<file path="src/rtl/load_bin.sv">
// Streams one bin (clauses, variable states, level states) from the bin BRAMs into
// the SAT engine's per-slot arrays using one-hot write strobes.
module load_bin #(
    parameter int NUM_CLAUSES_A_BIN      = 8,
    parameter int NUM_VARS_A_BIN         = 8,
    parameter int NUM_LVLS_A_BIN         = 8,
    parameter int WIDTH_CLAUSES          = NUM_VARS_A_BIN * 2,
    parameter int WIDTH_VARS             = 12,
    parameter int WIDTH_LVL              = 16,
    parameter int WIDTH_BIN_ID           = 10,
    parameter int WIDTH_VAR_STATES       = 30,
    parameter int WIDTH_LVL_STATES       = 30,
    parameter int ADDR_WIDTH_CLAUSES     = 9,
    parameter int ADDR_WIDTH_VARS        = 9,
    parameter int ADDR_WIDTH_VARS_STATES = 9,
    parameter int ADDR_WIDTH_LVLS_STATES = 9
) (
    input  logic                              clk,
    input  logic                              rst,
    input  logic                              start_load,
    input  logic [WIDTH_BIN_ID-1:0]           request_bin_num_i,
    input  logic [WIDTH_LVL-1:0]              base_lvl_i,
    output logic                              apply_load_o,
    output logic                              done_load,
    output logic [NUM_CLAUSES_A_BIN-1:0]      wr_carray_o,
    output logic [WIDTH_CLAUSES-1:0]          clause_o,
    output logic [NUM_VARS_A_BIN-1:0]         wr_var_states_o,
    output logic [WIDTH_VAR_STATES-1:0]       var_state_o,
    output logic [NUM_LVLS_A_BIN-1:0]         wr_lvl_states_o,
    output logic [WIDTH_LVL_STATES-1:0]       lvl_state_o,
    output logic [ADDR_WIDTH_CLAUSES-1:0]     ram_addr_c_o,
    input  logic [WIDTH_CLAUSES-1:0]          ram_data_c_i,
    output logic [ADDR_WIDTH_VARS-1:0]        ram_addr_v_o,
    input  logic [WIDTH_VARS-1:0]             ram_data_v_i,
    output logic [ADDR_WIDTH_VARS_STATES-1:0] ram_addr_v_state_o,
    input  logic [WIDTH_VAR_STATES-1:0]       ram_data_v_state_i,
    output logic [ADDR_WIDTH_LVLS_STATES-1:0] ram_addr_l_state_o,
    input  logic [WIDTH_LVL_STATES-1:0]       ram_data_l_state_i
);

    localparam int NC  = NUM_CLAUSES_A_BIN;
    localparam int NV  = NUM_VARS_A_BIN;
    localparam int NL  = NUM_LVLS_A_BIN;
    localparam int M   = (NC > NV) ? ((NC > NL) ? NC : NL) : ((NV > NL) ? NV : NL);
    localparam int KW  = (M > 1) ? $clog2(M) : 1;
    localparam int CW0 = $clog2(M + 1);
    localparam int CW  = (CW0 > 2) ? CW0 : 2;

    localparam logic [1:0] IDLE = 2'd0;
    localparam logic [1:0] LOAD = 2'd1;
    localparam logic [1:0] WAIT = 2'd2;
    localparam logic [1:0] DONE = 2'd3;

    localparam logic [CW-1:0] LAST_LOAD = CW'(M - 1);
    localparam logic [CW-1:0] LAST_WAIT = CW'(3);
    localparam logic [CW-1:0] NC_K      = CW'(NC);
    localparam logic [CW-1:0] NV_K      = CW'(NV);
    localparam logic [CW-1:0] NL_K      = CW'(NL);

    logic [1:0]              state_reg;
    logic [CW-1:0]           cnt_reg;
    logic [WIDTH_BIN_ID-1:0] bin_reg;
    logic [WIDTH_LVL-1:0]    base_reg;

    logic c_act, v_act, l_act;

    // Stage 1: RAM data for slot valid; stage 2/3 only exist for the indirect var path
    logic          c_v1_reg, l_v1_reg, v_v1_reg, v_v2_reg, v_v3_reg;
    logic [KW-1:0] c_slot1_reg, l_slot1_reg, v_slot1_reg, v_slot2_reg, v_slot3_reg;
    logic          v_empty2_reg, v_empty3_reg;

    logic [NC-1:0] c_hot;
    logic [NL-1:0] l_hot;
    logic [NV-1:0] v_hot;

    always_ff @(posedge clk) begin
        if (rst) begin
            state_reg <= IDLE;
            cnt_reg   <= '0;
            bin_reg   <= '0;
            base_reg  <= '0;
        end else begin
            case (state_reg)
                IDLE: begin
                    if (start_load) begin
                        state_reg <= LOAD;
                        cnt_reg   <= '0;
                        bin_reg   <= request_bin_num_i;
                        base_reg  <= base_lvl_i;
                    end
                end
                LOAD: begin
                    if (cnt_reg == LAST_LOAD) begin
                        state_reg <= WAIT;
                        cnt_reg   <= '0;
                    end else begin
                        cnt_reg <= cnt_reg + 1'b1;
                    end
                end
                WAIT: begin
                    if (cnt_reg == LAST_WAIT) begin
                        state_reg <= DONE;
                        cnt_reg   <= '0;
                    end else begin
                        cnt_reg <= cnt_reg + 1'b1;
                    end
                end
                default: state_reg <= IDLE;
            endcase
        end
    end

    assign c_act = (state_reg == LOAD) && (cnt_reg < NC_K);
    assign v_act = (state_reg == LOAD) && (cnt_reg < NV_K);
    assign l_act = (state_reg == LOAD) && (cnt_reg < NL_K);

    // Address sums wrap modulo the RAM address width
    assign ram_addr_c_o = c_act ?
        ADDR_WIDTH_CLAUSES'(32'(bin_reg) * 32'(NC) + 32'(cnt_reg)) : '0;
    assign ram_addr_v_o = v_act ?
        ADDR_WIDTH_VARS'(32'(bin_reg) * 32'(NV) + 32'(cnt_reg)) : '0;
    assign ram_addr_l_state_o = l_act ?
        ADDR_WIDTH_LVLS_STATES'(32'(base_reg) + 32'(cnt_reg)) : '0;

    assign apply_load_o = (state_reg != IDLE);
    assign done_load    = (state_reg == DONE);

    generate
        for (genvar gi = 0; gi < NC; gi++) begin : g_c_hot
            assign c_hot[gi] = (c_slot1_reg == KW'(gi));
        end
        for (genvar gi = 0; gi < NL; gi++) begin : g_l_hot
            assign l_hot[gi] = (l_slot1_reg == KW'(gi));
        end
        for (genvar gi = 0; gi < NV; gi++) begin : g_v_hot
            assign v_hot[gi] = (v_slot3_reg == KW'(gi));
        end
    endgenerate

    always_ff @(posedge clk) begin
        if (rst) begin
            c_v1_reg           <= 1'b0;
            l_v1_reg           <= 1'b0;
            v_v1_reg           <= 1'b0;
            v_v2_reg           <= 1'b0;
            v_v3_reg           <= 1'b0;
            c_slot1_reg        <= '0;
            l_slot1_reg        <= '0;
            v_slot1_reg        <= '0;
            v_slot2_reg        <= '0;
            v_slot3_reg        <= '0;
            v_empty2_reg       <= 1'b0;
            v_empty3_reg       <= 1'b0;
            wr_carray_o        <= '0;
            clause_o           <= '0;
            wr_lvl_states_o    <= '0;
            lvl_state_o        <= '0;
            wr_var_states_o    <= '0;
            var_state_o        <= '0;
            ram_addr_v_state_o <= '0;
        end else begin
            c_v1_reg    <= c_act;
            l_v1_reg    <= l_act;
            v_v1_reg    <= v_act;
            c_slot1_reg <= KW'(cnt_reg);
            l_slot1_reg <= KW'(cnt_reg);
            v_slot1_reg <= KW'(cnt_reg);

            wr_carray_o     <= c_v1_reg ? c_hot : '0;
            clause_o        <= c_v1_reg ? ram_data_c_i : '0;
            wr_lvl_states_o <= l_v1_reg ? l_hot : '0;
            lvl_state_o     <= l_v1_reg ? ram_data_l_state_i : '0;

            // Var ID becomes the var-state address; ID 0 marks an empty slot
            ram_addr_v_state_o <= v_v1_reg ? ADDR_WIDTH_VARS_STATES'(ram_data_v_i) : '0;
            v_v2_reg     <= v_v1_reg;
            v_slot2_reg  <= v_slot1_reg;
            v_empty2_reg <= (ram_data_v_i == '0);

            v_v3_reg     <= v_v2_reg;
            v_slot3_reg  <= v_slot2_reg;
            v_empty3_reg <= v_empty2_reg;

            wr_var_states_o <= v_v3_reg ? v_hot : '0;
            var_state_o     <= (v_v3_reg && !v_empty3_reg) ? ram_data_v_state_i : '0;
        end
    end

endmodule

</file>
<file path="config.mk">
export PLATFORM = sky130hd
export DESIGN_NAME = load_bin
export DESIGN_NICKNAME = d
export VERILOG_FILES = /design/src/rtl/load_bin.sv
export SDC_FILE = /design/constraint.sdc
export NUM_CORES = 1
export LEC_CHECK = 0
export ABC_CLOCK_PERIOD_IN_PS = 5400
export CORE_MARGIN = 8
export CORE_UTILIZATION = 40
export CTS_CLUSTER_DIAMETER = 50
export DETAILED_ROUTE_END_ITERATION = 8
export GPL_ROUTABILITY_DRIVEN = 0
export PLACE_DENSITY = 0.88
export SYNTH_ARGS = -nofsm -noshare
export SYNTH_HDL_FRONTEND = slang
export SYNTH_SLANG_ARGS = --single-unit
</file>
<file path="constraint.sdc">
create_clock -name clk -period 5.4 [get_ports clk]
set_input_delay 0.81 -clock clk [delete_from_list [all_inputs] [get_ports clk]]
set_output_delay 0.81 -clock clk [all_outputs]
set_load 0.005 [all_outputs]
</file>
### Word-level counts from Yosys, hierarchy flattened

Index checks and enable logic that the tools add are counted.

* flip-flop bits (word level): 136
* logic and storage cells: 72

* equal/unequal tests: 22
* reductions and logical operators: 15
* bitwise gates (word level): 3
* muxes and demuxes: 10
* $add $sub $neg: 3
* order comparisons: 1

Operators by type and width (number)
* 3-bit equality test, second input constant: 8
* 9-bit by 4-bit adder with 9-bit output: 2
* 9-bit 2-to-1 mux: 2
* 3-bit by 2-bit equality test with 1-bit output, second input constant: 4
* 12-bit logical NOT: 1
* 4-bit 2-to-1 mux: 3
* 4-bit one-hot mux with 3 select lines: 1
* 3-bit by 1-bit equality test with 1-bit output, second input constant: 2
* 3-bit logical NOT: 2
* 2-bit 2-to-1 mux: 3
* 2-bit != test, second input constant: 3
* 2-bit one-hot mux with 3 select lines: 1
* 2-bit OR reduction: 3
* 4-bit by 1-bit adder with 4-bit output, second input constant: 1
* 2-bit equality test, second input constant: 2
* 4-bit by 2-bit equality test with 1-bit output, second input constant: 1
* 4-bit by 3-bit equality test with 1-bit output, second input constant: 1
* 4-bit less-than comparator, second input constant: 1
* 2-bit AND reduction: 2
* 1-bit NOT: 3
* 3-bit AND reduction: 1
* 3-bit nonzero test: 1
* 2-bit by 1-bit equality test with 1-bit output, second input constant: 1
* 1-bit logical AND: 2
* other kinds (3): 3

### Logic depth before layout (Yosys ltp)

Gate-level depths: netlist (run 1).

* depth in word-level cells: 4
* depth in mapped cells: 7

### Least setup slack after synthesis (run 1)

No wires, ideal clock.

* path type: reg-to-output
* start point: register cnt_reg[0]
* end point: output port ram_addr_l_state_o[8]
* data required time: 4.590 ns
* slack: 2.931 ns
* cell stages (with the launch flop): 7
* buffers on the path: 0
* data arrival time: 1.659 ns
* path through: dfxtp_1 > ha_1 > fa_1 > a21o_1 > a21oi_1 > o21ai_0 > a21oi_1

* longest elaborated chain between the ends: 3

RTL lines
* start, declared: RTL line 61 `logic [CW-1:0] cnt_reg;`
* start signal, assigned: RTL line 97 `cnt_reg <= cnt_reg + 1'b1;`
* start signal, assigned: RTL line 105 `cnt_reg <= cnt_reg + 1'b1;`
* branches (longest 2 deep; another with 9-bit by 4-bit adder with 9-bit output)
* 9-bit 2-to-1 mux *: RTL line 122 `assign ram_addr_l_state_o = l_act ?`
* end, declared: RTL line 37 `output logic [ADDR_WIDTH_LVLS_STATES-1:0] ram_addr_l_state_o,`

Mark *: on every way between the ends.

### Worst setup path after layout (run 1)

Same ends and word-level chain as after synthesis.

==> qor.csv, run 1 <==
metric;value;unit
outcome;complete, no violations;
hp-class;reg2reg;
reg.largest.list;lvl_state_o: 30 flops, var_state_o: 30 flops, clause_o: 16 flops;
drc;0;
multi_input_area;1620;um2
layout-drive-gt1-share;4.93;%
clock_sinks;136;
grt_pass1_wl;20600;um
insertion_delay;410;ps
end_kind;output pin;
grt_pass1_vias;4069;
setup_viol;0;
fin_crit;3630;ps
portBuffers;243;
clk_pin_slew;60;ps
hold_violations;0;
p_leak;2.93;nW
required;4590;ps
grt_use_total;17.8;%
worstPathMaxFanout;7;
setup_ws;1770;ps
post_dp_cell_area;6980;um2
grt_max_degree;58;
max-slew-margin-rel;43.9;%
setup.worst_path.end;ram_addr_l_state_o[8];
first_pass_iters;4;
min_period_over_period;67.3;%
final_cell_area;7560;um2
post-synth-top-count-cell;dfxtp_1;
skew;8.00;ps
rsz0062_at_grt;no;
grt_overflow;0;
wl_per_cell;16.6;um
synth_warnings;0;
synth_top_area_share;59.8;%
post_cts_buffers;0;
syn_to_final_growth;66.0;%
antenna_cells;0;
htreeDepth;4;
drt_wl_total;13800;um
cts_tree;built;
finalSetupTns;0;ps
power_density;357;nW/um2
ys_types;39;
startpoint;cnt_reg[0];
dp_hpwl;10400;um
syn-instance-count;448;
cts.path.max_buffers;2;
root_buffer;clkbuf_16;
crit_type;reg2out;
die_w;123;um
ys_ff_latch;136;
vias;3850;
viasPerCell;4.63;
timing.rr.start;state_reg[1];
synth_top_area_cell;dfxtp_1;
synthTopCellsByArea;dfxtp_1 (60%), and2_1 (13%), nand2_1 (3.5%);
n_fill_cell;854;
cp_data_arrival_time;2820;ps
slew_violations;0;
cts_made_buffers;17;
dp_slack;2230;ps
antenna_found_initial;0;
start_kind;flop;
synth_ff_type;dfxtp_1;
synthesis.area;4560;um2
seq_area;2720;um2
ys_seq_area_share;59.8;%
dieArea;15100;um2
place_inst;801;
ant_nets;0;
worst_slew_pin_slew;841;ps
peakVddDrop;0.000237;V
nets;807;
reg2reg_to;state_reg[0];
post_cts_resized;0;
synth_edf_count;0;
die_h;123;um
r2r_slack;3790;ps
reg2regPathDepth;5;
num_io_pins;255;
rows;39;
avgSynthCellArea;10.2;um2
max_freq;0.275;GHz
core;11300;um2
drt_iter0_markers;176;
start_util;40.4;%
synth_commonest_cells;dfxtp_1 (136), and2_1 (92), nand2_1 (43);
cap_violations;0;
holdBufCountCts;0;
synthArstFlopShare;0;%
syn_nets;578;
instances_no_fill;832;
## area by class of cell
class | instances | share of cell area (%)
Inverter | 6 | 0.298
Timing Repair Buffer | 244 | 32.3
Multi-Input combinational cell | 272 | 21.4
Clock inverter | 13 | 1.94
Tap cell | 143 | 2.37
Clock buffer | 18 | 5.68
Sequential cell | 136 | 36.0
## how the worst min path moves through the flow
stage                      to            from  slack [ps]  cells past startpoint
2_1_floorplan    v_empty3_reg    v_empty2_reg         410                      1
3_3_place_gp   v_slot3_reg[1]  v_slot2_reg[1]         420                      1
3_5_place_dp         v_v3_reg        v_v2_reg         420                      1
4_1_cts        v_slot3_reg[2]  v_slot2_reg[2]         430                      1
5_1_grt        v_slot3_reg[2]  v_slot2_reg[2]         440                      1
6_report       v_slot3_reg[2]  v_slot2_reg[2]         430                      1
## metrics by stage
| step | total power [W] | hold slack [ps] | util (%) |
|---|---|---|---|
| after floorplan | 0.00136 | 414 | - |
| after global placement | 0.00158 | 421 | 61.9 |
| after detailed placement | 0.00161 | 422 | 61.9 |
| after CTS | 0.00273 | 432 | 67.0 |
| after global routing | 0.00283 | 444 | 67.1 |
| final | 0.00270 | 426 | 67.1 |
## per-layer routing
metal / vias to the layer above / GRT usage (%) / routed length (um) / part of all wire, %
li1: 1875 / - / - / -
met1: 1799 / 17.2 / 5010 / 36
met2: 161 / 33.3 / 7440 / 54
met3: 15 / 6.95 / 1170 / 8.5
met4: 0 / 6.40 / 179 / 1.3
met5: - / 0 / 0 / 0
## power breakdown
group          switching (W)  total [W]  internal [W]
logic               0.000221   0.000471      0.000250
clock network       0.000433    0.00111      0.000682
registers          0.0000434    0.00112       0.00107
total               0.000698    0.00270       0.00200
## worst max-delay path, stage by stage, from the launching register on
cell,delay [ps]
dfxtp_1,380
ha_1,270
fa_1,410
a21o_1,170
a21oi_1,340
o21ai_0,160
a21oi_1,160
clkdlybuf4s50_1,530
## cell usage in the layout, fill, tap and decap left out, types with 3 or more instances in the layout
cell / n
clkdlybuf4s50_1: 243
clkbuf_16: 17
a21oi_1: 25
clkinv_4: 4
nor2_1: 26
and2_1: 92
xnor2_1: 3
nor2b_1: 14
xor2_1: 3
nand3_1: 4
o21ai_1: 4
inv_6: 3
nor3_1: 8
nand2_1: 43
o21ai_0: 5
nand2b_1: 7
dfxtp_1: 136
nor4_1: 3
ha_1: 12
inv_1: 5
## logic make-up (layout without fill, tap and decap cells)
logic type                 after synthesis  in the layout  share of synthesized area (%)
AOI/OAI and AO/OA                       45             45                           5.69
adders and majority gates               13             13                           3.74
muxes                                    1              1                          0.220
xor gates and xnor gates                 6              6                           1.15
and+or+nand+nor                        207            207                           24.6
DFF                                    136            136                           59.8
buffers and inverters                   40            281                           4.89
No activity file was read; power rests on OpenSTA's default activity.
==> run 2, diff against run 1 <==
==> config.mk (replaced) <==
export PLATFORM = sky130hd
export DESIGN_NAME = load_bin
export DESIGN_NICKNAME = d
export VERILOG_FILES = /design/src/rtl/load_bin.sv
export SDC_FILE = /design/constraint.sdc
export NUM_CORES = 1
export LEC_CHECK = 0
export ABC_CLOCK_PERIOD_IN_PS = 3000
export CORE_MARGIN = 8
export CORE_UTILIZATION = 34
export CTS_CLUSTER_DIAMETER = 50
export DETAILED_ROUTE_END_ITERATION = 8
export GPL_ROUTABILITY_DRIVEN = 0
export PLACE_DENSITY = 0.8
export SYNTH_ARGS = -nofsm -noshare
export SYNTH_HDL_FRONTEND = slang
export SYNTH_SLANG_ARGS = --single-unit
==> constraint.sdc (replaced) <==
create_clock -name clk -period 3 [get_ports clk]
set_input_delay 0.45 -clock clk [delete_from_list [all_inputs] [get_ports clk]]
set_output_delay 0.45 -clock clk [all_outputs]
set_load 0.005 [all_outputs]
==> qor.csv, run 2 (synthesis gave the netlist of run 1 again) <==
metric;value;unit
outcome;complete, no violations;
fin_crit;2880;ps
die_h;132;um
comb_power_share;18.1;%
p_total;0.00479;W
vias;3782;
wl_per_cell;15.4;um
cts.path.max_buffers;2;
grt_pass1_vias;4057;
viasPerCell;4.36;
insertion_delay;400;ps
cts_made_buffers;17;
grtUsageMet1;16.0;%
hp-class;reg2reg;
worstPathMaxFanout;6;
cp_data_arrival_time;2430;ps
holdBufCountCts;0;
multi_input_area;1650;um2
power_density;627;nW/um2
peakVddDrop;0.000326;V
max_freq;0.347;GHz
busiest_layer;met2;
start_util;34.5;%
hold_depth;1;
cp_num_buf_inv;2;
n_fill_cell;1103;
portBuffers;243;
clk_pin_slew;60;ps
reg.largest.list;lvl_state_o: 30 flops, var_state_o: 30 flops, clause_o: 16 flops;
crit_chain;buf_4, ha_1, a211oi_2, o21bai_2, a21oi_1, a31o_1, clkdlybuf4s50_1;
cts_tree;built;
htreeDepth;4;
seq_area;2720;um2
slew_violations;0;
dieArea;17400;um2
die_w;132;um
crit_type;reg2out;
p_clk_share;40.1;%
hold_violations;0;
grt_overflow;0;
grt_pass1_wl;21500;um
r2r_slack;1360;ps
core;13200;um2
clock_sinks;136;
layout-drive-gt1-share;6.07;%
cp_top_family;compound AO/OA/AOI/OAI gates;
min_from;v_v2_reg;
final_common_cell;clkdlybuf4s50_1;
start_kind;flop;
max-slew-margin-rel;43.1;%
cap_violations;0;
setup_viol;0;
grt_max_degree;58;
slowest_delay;500;ps
power.share.sequential;41.8;%
post_dp_cell_area;7040;um2
drt_wl_total;13300;um
nets;810;
min_period_over_period;96.0;%
post_cts_buffers;0;
use_met2;27.9;%
drt_iter0_markers;143;
layout_common_cells;clkdlybuf4s50_1 (241), dfxtp_1 (136), and2_1 (92);
switchingPower;0.00123;W
antenna_cells;0;
use_met3;5.75;%
root_buffer;clkbuf_16;
num_io_pins;255;
end_kind;output pin;
drc;0;
first_pass_iters;5;
syn_to_final_growth;67.6;%
min_to;v_v3_reg;
reg2regPathDepth;6;
timing.rr.start;state_reg[0];
ant_nets;0;
rows;42;
final_cell_area;7640;um2
finalSetupTns;0;ps
skew;8.84;ps
reg2reg_to;cnt_reg[2];
p_int;0.00356;W
switching_share;25.6;%
crit_slowest_cell;clkdlybuf4s50_1;
dp_hpwl;10500;um
antenna_found_initial;0;
required;2550;ps
grt_use_total;15.5;%
p_leak;2.99;nW
worst_slew_pin_slew;852;ps
==> run 2: per-stage QoR <==
step / setup WS [ps] / hold slack, ps / std cells / utilization, %
floorplan: 891 / 414 / 448 / -
global placement: 307 / 419 / 837 / 53.4
detailed placement: 294 / 424 / 837 / 53.4
CTS: 7.05 / 434 / 868 / 57.7
global route: -39.4 / 456 / 868 / 57.9
finish: 121 / 434 / 868 / 57.9
==> run 2: final cells by class <==
type / instances / share of cell area, %
Timing Repair Buffer: 247 / 32.3
Multi-Input combinational cell: 272 / 21.6
Tap cell: 176 / 2.88
Clock buffer: 20 / 5.98
Sequential cell: 136 / 35.7
Inverter: 6 / 0.295
Clock inverter: 11 / 1.31
==> run 2: what timing repair did <==
item / CTS / global route
gates resized for setup: 2 / 6
setup endpoints to repair: 3 / 16
pin swaps: 1 / 1
==> run 2: how the worst max path moves through the flow <==
stage               depth (start not counted)  slack, ps                     to       start
floorplan                                   6        890  ram_addr_l_state_o[8]  cnt_reg[0]
global placement                            7        310  ram_addr_l_state_o[8]  cnt_reg[0]
detailed placement                          7        290  ram_addr_l_state_o[8]  cnt_reg[0]
CTS                                         7          7  ram_addr_l_state_o[6]  cnt_reg[0]
global route                                7        -40  ram_addr_l_state_o[5]  cnt_reg[1]
finish                                      7        120  ram_addr_l_state_o[5]  cnt_reg[1]
==> run 2: routing by layer <==
| layer | wire, um | up-vias |
|---|---|---|
| li1 | - | 1885 |
| met5 | 0 | - |
| met2 | 7100 | 137 |
| met3 | 919 | 18 |
| met1 | 5110 | 1742 |
| met4 | 208 | 0 |
==> run 2: power by group through the flow <==
stage	clock [W]	combinational, W	sequential [W]
after floorplan	0	0.000418	0.00203
after global placement	0	0.000836	0.00203
after detailed placement	0	0.000862	0.00204
after CTS	0.00198	0.000871	0.00200
after global routing	0.00207	0.000957	0.00202
final	0.00192	0.000865	0.00200
==> run 2: worst register-to-register path: stages, from the launching register on <==
cell,delay (ps)
dfxtp_1,400
inv_1,90
ha_1,250
nor2b_1,200
nor3_2,310
o2111ai_1,160
a21oi_1,160
